**src/rtl/circle_set_counter_pkg.sv**
```systemverilog
// Shared types and width helpers for the circle set counter.
// Optional feature macro: CIRCLE_SET_ROWMASK_EN (adds a per-row hit mask output).
package circle_set_pkg;

    // Set-combination modes applied per lattice point.
    typedef enum logic [2:0] {
        MODE_A        = 3'd0,
        MODE_AND      = 3'd1,
        MODE_XOR      = 3'd2,
        MODE_EXACT2   = 3'd3,
        MODE_OR_ALL   = 3'd4,
        MODE_AND_ALL  = 3'd5,
        MODE_ATLEAST2 = 3'd6,
        MODE_RSVD     = 3'd7
    } mode_e;

    // Scan controller states.
    typedef enum logic {
        IDLE = 1'b0,
        SCAN = 1'b1
    } state_e;

    // Width of a squared signed (coord_w+1)-bit difference.
    function automatic int sq_w(input int coord_w);
        return 2 * coord_w + 2;
    endfunction

    // Width of the sum of two squares.
    function automatic int sum_w(input int coord_w);
        return sq_w(coord_w) + 1;
    endfunction

    // Width of a squared radius.
    function automatic int r2_w(input int coord_w);
        return 2 * coord_w;
    endfunction

endpackage

```
**src/rtl/circle_set_counter_if.sv**
```systemverilog
// Command/result bundle between the host command interface and the counter.
// Optional feature macro: CIRCLE_SET_ROWMASK_EN (adds row_mask / row_mask_vld).
interface circle_set_counter_if #(
    parameter int GRID    = 8,
    parameter int COORD_W = 4,
    parameter int N_CIRC  = 3,
    parameter int CNT_W   = $clog2(GRID * GRID + 1)
);
    logic                          en;
    logic [N_CIRC*2*COORD_W-1:0]   central;
    logic [N_CIRC*COORD_W-1:0]     radius;
    logic [2:0]                    mode;
    logic                          busy;
    logic                          valid;
    logic [CNT_W-1:0]              candidate;
`ifdef CIRCLE_SET_ROWMASK_EN
    logic [GRID-1:0]               row_mask;
    logic                          row_mask_vld;
`endif

    // Host side: issues jobs, observes results.
    modport master (
        output en, central, radius, mode,
        input  busy, valid, candidate
`ifdef CIRCLE_SET_ROWMASK_EN
        , input row_mask, row_mask_vld
`endif
    );

    // Counter side: accepts jobs, produces results.
    modport slave (
        input  en, central, radius, mode,
        output busy, valid, candidate
`ifdef CIRCLE_SET_ROWMASK_EN
        , output row_mask, row_mask_vld
`endif
    );

endinterface

```
**src/rtl/circle_set_counter_hit_row.sv**
```systemverilog
// Combinational row evaluator: for one circle and one row y, flags every
// column x in 1..GRID with (x-cx)^2 + (y-cy)^2 <= r^2. Full-width math,
// no truncation.
module circle_hit_row
    import circle_set_pkg::*;
#(
    parameter int GRID    = 8,
    parameter int COORD_W = 4
) (
    input  logic [COORD_W-1:0] i_cx,
    input  logic [COORD_W-1:0] i_cy,
    input  logic [COORD_W-1:0] i_r,
    input  logic [COORD_W-1:0] i_row,
    output logic [GRID-1:0]    o_hit
);
    localparam int SQ_W  = sq_w(COORD_W);
    localparam int SUM_W = sum_w(COORD_W);
    localparam int R2_W  = r2_w(COORD_W);

    logic signed [COORD_W:0] w_dy;
    logic [COORD_W:0]        w_dy_abs;
    logic [SQ_W-1:0]         w_dy2;
    logic [R2_W-1:0]         w_r2;

    // Row term is shared by every column of this circle.
    assign w_dy     = $signed({1'b0, i_row}) - $signed({1'b0, i_cy});
    assign w_dy_abs = w_dy[COORD_W] ? $unsigned(-w_dy) : $unsigned(w_dy);
    assign w_dy2    = SQ_W'(w_dy_abs) * SQ_W'(w_dy_abs);
    assign w_r2     = R2_W'(i_r) * R2_W'(i_r);

    for (genvar gx = 0; gx < GRID; gx++) begin : g_col
        logic signed [COORD_W:0] w_dx;
        logic [COORD_W:0]        w_dx_abs;
        logic [SQ_W-1:0]         w_dx2;
        logic [SUM_W-1:0]        w_sum;

        // Column gx holds lattice x = gx+1.
        assign w_dx       = $signed({1'b0, COORD_W'(gx + 1)}) - $signed({1'b0, i_cx});
        assign w_dx_abs   = w_dx[COORD_W] ? $unsigned(-w_dx) : $unsigned(w_dx);
        assign w_dx2      = SQ_W'(w_dx_abs) * SQ_W'(w_dx_abs);
        assign w_sum      = SUM_W'(w_dx2) + SUM_W'(w_dy2);
        assign o_hit[gx]  = (w_sum <= SUM_W'(w_r2));
    end

endmodule

```
**src/rtl/circle_set_counter.sv**
```systemverilog
// circle_set_counter: scans a GRIDxGRID lattice one row per cycle and counts
// points satisfying a set-combination of up to N_CIRC circles.
// Optional feature macro: CIRCLE_SET_ROWMASK_EN (exports each row's combined
// hit vector with a one-cycle valid).
module circle_set_counter
    import circle_set_pkg::*;
#(
    parameter int GRID    = 8,
    parameter int COORD_W = 4,
    parameter int N_CIRC  = 3,
    parameter int CNT_W   = $clog2(GRID * GRID + 1)
) (
    input  logic                  clk,
    input  logic                  rst,
    circle_set_counter_if.slave   bus
);
    localparam int NH_W = $clog2(N_CIRC + 1);

    state_e                        r_state;
    logic [COORD_W-1:0]            r_row;
    logic [CNT_W-1:0]              r_acc;
    logic [CNT_W-1:0]              r_candidate;
    logic                          r_busy;
    logic                          r_valid;
    logic [N_CIRC*2*COORD_W-1:0]   r_central;
    logic [N_CIRC*COORD_W-1:0]     r_radius;
    mode_e                         r_mode;
`ifdef CIRCLE_SET_ROWMASK_EN
    logic [GRID-1:0]               r_row_mask;
    logic                          r_row_mask_vld;
`endif

    logic [GRID-1:0]               w_hit [N_CIRC];
    logic [NH_W-1:0]               w_nhits [GRID];
    logic [GRID-1:0]               w_comb;
    logic [CNT_W-1:0]              w_row_cnt;
    logic                          w_accept;

    // Circle k occupies slot k counted from the most-significant end; x above y.
    for (genvar gk = 0; gk < N_CIRC; gk++) begin : g_circ
        circle_hit_row #(
            .GRID    (GRID),
            .COORD_W (COORD_W)
        ) u_hit (
            .i_cx  (r_central[(N_CIRC-gk)*2*COORD_W-1 -: COORD_W]),
            .i_cy  (r_central[(N_CIRC-gk)*2*COORD_W-COORD_W-1 -: COORD_W]),
            .i_r   (r_radius[(N_CIRC-gk)*COORD_W-1 -: COORD_W]),
            .i_row (r_row),
            .o_hit (w_hit[gk])
        );
    end

    // Per-column count of circles covering the point.
    always_comb begin
        // NOTE: every combinational output gets a default before any loop or
        // branch so no path leaves it unassigned and no latch is inferred.
        for (int x = 0; x < GRID; x++) begin
            w_nhits[x] = '0;
            for (int k = 0; k < N_CIRC; k++) begin
                w_nhits[x] = w_nhits[x] + NH_W'(w_hit[k][x]);
            end
        end
    end

    // Apply the latched set-combination mode column by column.
    always_comb begin
        w_comb = '0;
        for (int x = 0; x < GRID; x++) begin
            case (r_mode)
                MODE_A:        w_comb[x] = w_hit[0][x];
                MODE_AND:      w_comb[x] = w_hit[0][x] & w_hit[1][x];
                MODE_XOR:      w_comb[x] = w_hit[0][x] ^ w_hit[1][x];
                MODE_EXACT2:   w_comb[x] = (2'(w_hit[0][x]) + 2'(w_hit[1][x])
                                           + 2'(w_hit[2][x])) == 2'd2;
                MODE_OR_ALL:   w_comb[x] = (w_nhits[x] != '0);
                MODE_AND_ALL:  w_comb[x] = (w_nhits[x] == NH_W'(N_CIRC));
                MODE_ATLEAST2: w_comb[x] = (w_nhits[x] >= NH_W'(2));
                default:       w_comb[x] = 1'b0;
            endcase
        end
    end

    // Popcount of the current row's combined hits.
    always_comb begin
        w_row_cnt = '0;
        for (int x = 0; x < GRID; x++) begin
            w_row_cnt = w_row_cnt + CNT_W'(w_comb[x]);
        end
    end

    assign w_accept = (r_state == IDLE) && bus.en;

    // Job operands are captured on accept; they are never read before that, so
    // they carry no reset.
    always_ff @(posedge clk) begin
        // NOTE: operand registers are deliberately left out of reset: every
        // consumer is gated by the SCAN state, which is only reached after a load.
        if (w_accept) begin
            r_central <= bus.central;
            r_radius  <= bus.radius;
            r_mode    <= mode_e'(bus.mode);
        end
    end

    // Scan controller: row sequencing, accumulation and result handshake.
    always_ff @(posedge clk) begin
        // NOTE: all sequential state uses non-blocking assignment so every
        // register samples pre-edge values regardless of statement order.
        if (rst) begin
            r_state     <= IDLE;
            r_row       <= '0;
            r_acc       <= '0;
            r_candidate <= '0;
            r_busy      <= 1'b0;
            r_valid     <= 1'b0;
`ifdef CIRCLE_SET_ROWMASK_EN
            r_row_mask     <= '0;
            r_row_mask_vld <= 1'b0;
`endif
        end else begin
            r_valid <= 1'b0;
`ifdef CIRCLE_SET_ROWMASK_EN
            r_row_mask_vld <= 1'b0;
`endif
            case (r_state)
                IDLE: begin
                    if (bus.en) begin
                        r_row   <= COORD_W'(1);
                        r_acc   <= '0;
                        r_busy  <= 1'b1;
                        r_state <= SCAN;
                    end
                end
                SCAN: begin
                    r_acc <= r_acc + w_row_cnt;
`ifdef CIRCLE_SET_ROWMASK_EN
                    r_row_mask     <= w_comb;
                    r_row_mask_vld <= 1'b1;
`endif
                    if (r_row == COORD_W'(GRID)) begin
                        r_candidate <= r_acc + w_row_cnt;
                        r_valid     <= 1'b1;
                        r_busy      <= 1'b0;
                        r_state     <= IDLE;
                    end else begin
                        r_row <= r_row + COORD_W'(1);
                    end
                end
                default: r_state <= IDLE;
            endcase
        end
    end

    assign bus.busy      = r_busy;
    assign bus.valid     = r_valid;
    assign bus.candidate = r_candidate;
`ifdef CIRCLE_SET_ROWMASK_EN
    assign bus.row_mask     = r_row_mask;
    assign bus.row_mask_vld = r_row_mask_vld;
`endif

endmodule

```
**src/flat_wrapper.sv**
```systemverilog
// flat-port wrapper written by rule: the top's interface ports become plain ports
module circle_set_counter_flat import circle_set_pkg::*;
#(
    parameter int GRID    = 8,
    parameter int COORD_W = 4,
    parameter int N_CIRC  = 3,
    parameter int CNT_W   = $clog2(GRID * GRID + 1)
)
  (clk, rst, bus_en, bus_central, bus_radius, bus_mode, bus_busy, bus_valid, bus_candidate);
  circle_set_counter_if #(.GRID(GRID), .COORD_W(COORD_W), .N_CIRC(N_CIRC), .CNT_W(CNT_W)) bus_i ();
  input  logic clk;
  input  logic rst;
  input wire logic [$bits(bus_i.en)-1:0] bus_en;
  input wire logic [$bits(bus_i.central)-1:0] bus_central;
  input wire logic [$bits(bus_i.radius)-1:0] bus_radius;
  input wire logic [$bits(bus_i.mode)-1:0] bus_mode;
  output wire logic [$bits(bus_i.busy)-1:0] bus_busy;
  output wire logic [$bits(bus_i.valid)-1:0] bus_valid;
  output wire logic [$bits(bus_i.candidate)-1:0] bus_candidate;
  assign bus_i.en = bus_en;
  assign bus_i.central = bus_central;
  assign bus_i.radius = bus_radius;
  assign bus_i.mode = bus_mode;
  assign bus_busy = bus_i.busy;
  assign bus_valid = bus_i.valid;
  assign bus_candidate = bus_i.candidate;
  circle_set_counter #(.GRID(GRID), .COORD_W(COORD_W), .N_CIRC(N_CIRC), .CNT_W(CNT_W)) u_core (.clk(clk), .rst(rst), .bus(bus_i));
endmodule
```
**config.mk**
```make
export PLATFORM = sky130hd
export DESIGN_NAME = circle_set_counter_flat
export DESIGN_NICKNAME = d
export VERILOG_FILES = /design/src/rtl/circle_set_counter_pkg.sv /design/src/rtl/circle_set_counter_if.sv /design/src/rtl/circle_set_counter_hit_row.sv /design/src/rtl/circle_set_counter.sv /design/src/flat_wrapper.sv
export SDC_FILE = /design/constraint.sdc
export NUM_CORES = 1
export LEC_CHECK = 0
export CORE_UTILIZATION = 40
export CTS_CLUSTER_DIAMETER = 120
export CTS_CLUSTER_SIZE = 10
export DETAILED_ROUTE_END_ITERATION = 8
export PLACE_DENSITY = 0.64
export SYNTH_ARGS = -nofsm -noshare
export SYNTH_HDL_FRONTEND = slang
export SYNTH_SLANG_ARGS = --single-unit
```
**constraint.sdc**
```tcl
create_clock -name clk -period 18.1 [get_ports clk]
set_input_delay 3.62 -clock clk [delete_from_list [all_inputs] [get_ports clk]]
set_output_delay 3.62 -clock clk [all_outputs]
set_load 0.02 [all_outputs]
```
==> reports/summary.txt <==
====================================================================================
Number of different library cells in the post-synthesis netlist                   79
Crit path top cell by count                                             sky130_fd_sc_hd__fa_1
Layout net count                                                                4388
FP Rows                                                                           96
Number of flip-flops and latches in the synthesized netlist                       60
H-tree level count                                                                 3
Unrepaired setup endpoints after global routing                                false
Final count of pins violating max slew                                             0
Final Skew                                                                   24.8 ps
Final setup violating endpoints                                                    0
Detailed-route wire length                                                  68400 um
I/O Pins                                                                          51
Critical Path Fanout Max                                                           8
Post-synth top flop                                                     sky130_fd_sc_hd__edfxtp_1
Final HPWL from detailed placement                                          55100 um
WP data arrival                                                             14130 ps
Total routing usage reported by global routing                                 19.8%
Number of enable flip-flop cells after synthesis                                  39
Maximum single-stage delay on the critical path                               760 ps
Worst hold-check path type                                              flip-flop to flip-flop
Number of antenna violations at the first check in global routing                  1
Post-layout min period                                                      13870 ps
Cts bufs inserted                                                                  9
Initial DRC Count                                                               1217
Maximum number of pins on one net before global-route repair                      47
Final clock period utilization by the worst path                               76.6%
Number of hold-slack violations in the final timing report                         0
Count of antenna diodes in the layout                                              0
Routed vias                                                                    22700
Weighted congestion at the end of routability-driven global placement          0.876
Total iterations of the first detailed-routing run                                 5
Path depth of the worst reg2reg path                                              50
Type of the worst setup path                                            flip-flop to flip-flop
Port Buf Inserts                                                                  50
Number of cells traversed by the worst hold path                                   2
Via count normalized by instance count                                          5.21
Clock tree root driver cell                                             sky130_fd_sc_hd__clkbuf_16
Routed length per instance                                                   15.7 um
Clock Sinks                                                                       60
Wire length of the first global-routing pass                               113000 um
Required @ worst endpoint                                                   18360 ps
Total of max-cap violations                                                        0
Slew headroom                                                                  28.1%
Sequential-to-total area share from yosys stat                                 5.65%
CP Capture Type                                                            flip-flop
DRC violations left                                                                0
TritonCTS clock tree                                                            done
Async SR Flop Fraction                                                            0%
Count of hold buffers inserted by post-cts repair                                  0
Area growth, synth to finish                                                   7.80%
Total gr overflow                                                                  0
Setup TNS                                                                       0 ps
Post CTS Setup Buffer Count                                                        0
Die Y-Extent                                                                  267 um
Die Footprint                                                            71500 sq um
Core ar.                                                                 69100 sq um
Remaining antenna violation count                                                  0
Gate count of the mapped netlist                                                3333
Result of the run                                                       complete, no violations
Source-to-sink clock delay at the later pin of the worst-skew pair            380 ps
Maximum clock frequency                                                     72.1 MHz
Width of the die                                                              267 um
Maximum buffer depth of the clock tree                                             2
Post-Synthesis Mean Instance Area                                         8.45 sq um
Transition time of the tightest slew-check pin                               1070 ps
Total of warnings raised by yosys                                                  0
Number of global-route vias before repair                                      22500
Share of layout cells above drive strength 1                                   3.42%
Crit path max-delay cell type                                           sky130_fd_sc_hd__xnor2_2
Clock transition at the registers of the reported paths                        60 ps
Startpoint types                                                           flip-flop
Netlist area before placement                                            28200 sq um
Post-CTS sizing                                                                    0
Starting utilization of the core area                                          40.8%
====================================================================================
[Yosys cell counts, types with 57 or more instances]
cell type | number | share of area (%)
sky130_fd_sc_hd__inv_1 | 456 | 6.1
sky130_fd_sc_hd__nand3_1 | 59 | 1.0
sky130_fd_sc_hd__a21oi_1 | 232 | 4.1
sky130_fd_sc_hd__o21ai_0 | 109 | 1.9
sky130_fd_sc_hd__xor2_1 | 120 | 3.7
sky130_fd_sc_hd__nor2b_1 | 57 | 1.3
sky130_fd_sc_hd__ha_1 | 675 | 30
sky130_fd_sc_hd__nor2_1 | 297 | 4.0
sky130_fd_sc_hd__a21o_1 | 100 | 2.7
sky130_fd_sc_hd__nand2_1 | 185 | 2.5
sky130_fd_sc_hd__xnor2_1 | 148 | 4.6
sky130_fd_sc_hd__fa_1 | 258 | 18
[logic make-up after synthesis]
| kind of cell | Yosys count | synth area share (%) |
|---|---|---|
| xor+xnor | 271 | 8.63 |
| simple gates | 871 | 15.0 |
| flops | 60 | 5.65 |
| buf+inv | 529 | 7.09 |
| mux | 8 | 0.289 |
| other cells | 2 | 0.0267 |
| compound gates | 658 | 14.9 |
| fa+ha+maj | 934 | 48.4 |
[final cells by class]
class / count / area [sq um]
Fill cell: 6962 / 38700
Multi-Input combinational cell: 2787 / 24800
Inverter: 468 / 1760
Sequential cell: 60 / 1590
Tap cell: 931 / 1160
Timing Repair Buffer: 87 / 778
Clock buffer: 9 / 225
Clock inverter: 7 / 50.0
[routing by layer]
| layer | global-route usage (%) | share of wire [%] |
|---|---|---|
| met1 | 27.1 | 48 |
| met2 | 33.0 | 46 |
| met3 | 2.44 | 4.1 |
| met4 | 4.63 | 2.2 |
| met5 | 0 | 0 |
[stage by stage]
stage,std cells,setup WS [ps],area [sq um],utilization [%],hold WS [ps]
final,4349,4230,30400,43.9,458
after floorplan,3376,5240,28300,-,468
after detailed placement,4333,4290,30100,43.5,452
after global routing,4349,3390,30400,43.9,475
after global placement,4333,4470,30100,43.5,446
after CTS,4349,4280,30400,43.9,462
[critical path, delay by kind of cell (launching register included)]
family	cells	cell delay (ps)
simple gates	8	1010
flops	1	360
compound gates	11	2270
buf+inv	8	680
mux	1	470
fa+ha+maj	19	7950
xor+xnor	3	1020
[registers in the layout, summed over array words and instances, names as in the netlist]
signal                cells
u_core.r_state            1
u_core.r_row              4
u_core.r_central         24
u_core.bus.valid          1
u_core.r_acc              7
u_core.r_radius          12
u_core.bus.candidate      7
u_core.r_mode             3
u_core.bus.busy           1
[placed cells by master (no fill, tap or decap), types with 11 or more instances in the layout]
| cell type | n |
|---|---|
| sky130_fd_sc_hd__ha_1 | 675 |
| sky130_fd_sc_hd__inv_1 | 456 |
| sky130_fd_sc_hd__nor2_1 | 296 |
| sky130_fd_sc_hd__fa_1 | 258 |
| sky130_fd_sc_hd__a21oi_1 | 232 |
| sky130_fd_sc_hd__nand2_1 | 185 |
| sky130_fd_sc_hd__xnor2_1 | 143 |
| sky130_fd_sc_hd__xor2_1 | 119 |
| sky130_fd_sc_hd__o21ai_0 | 109 |
| sky130_fd_sc_hd__a21o_1 | 100 |
| sky130_fd_sc_hd__nand3_1 | 59 |
| sky130_fd_sc_hd__nor2b_1 | 57 |
| sky130_fd_sc_hd__nand2b_1 | 56 |
| sky130_fd_sc_hd__o21bai_1 | 54 |
| sky130_fd_sc_hd__clkdlybuf4s50_1 | 50 |
| sky130_fd_sc_hd__conb_1 | 45 |
| sky130_fd_sc_hd__edfxtp_1 | 39 |
| sky130_fd_sc_hd__nor3_1 | 38 |
| sky130_fd_sc_hd__buf_4 | 37 |
| sky130_fd_sc_hd__and2_1 | 28 |
| sky130_fd_sc_hd__a211oi_1 | 27 |
| sky130_fd_sc_hd__or2_2 | 25 |
| sky130_fd_sc_hd__nand4_1 | 23 |
| sky130_fd_sc_hd__dfxtp_1 | 21 |
| sky130_fd_sc_hd__or3_1 | 19 |
| sky130_fd_sc_hd__and3_1 | 16 |
| sky130_fd_sc_hd__nand3b_1 | 15 |
| sky130_fd_sc_hd__o21a_1 | 13 |
| sky130_fd_sc_hd__o22ai_1 | 13 |
| sky130_fd_sc_hd__nor3b_1 | 12 |
| sky130_fd_sc_hd__a21boi_0 | 12 |
| sky130_fd_sc_hd__nand4b_1 | 11 |
[worst paths after layout]
check / from / endpoint / slack (ps)
min: u_core.bus.candidate[5] / u_core.bus.candidate[5] / 460
min reg2reg: u_core.bus.candidate[5] / u_core.bus.candidate[5] / 460
max reg2reg: u_core.r_row[0] / u_core.bus.candidate[6] / 4230
max: u_core.r_row[0] / u_core.bus.candidate[6] / 4230
Power is left out: the tool's default activity adds up to more than one toggle a clock period on the data nets, which glitch-free logic cannot reach.
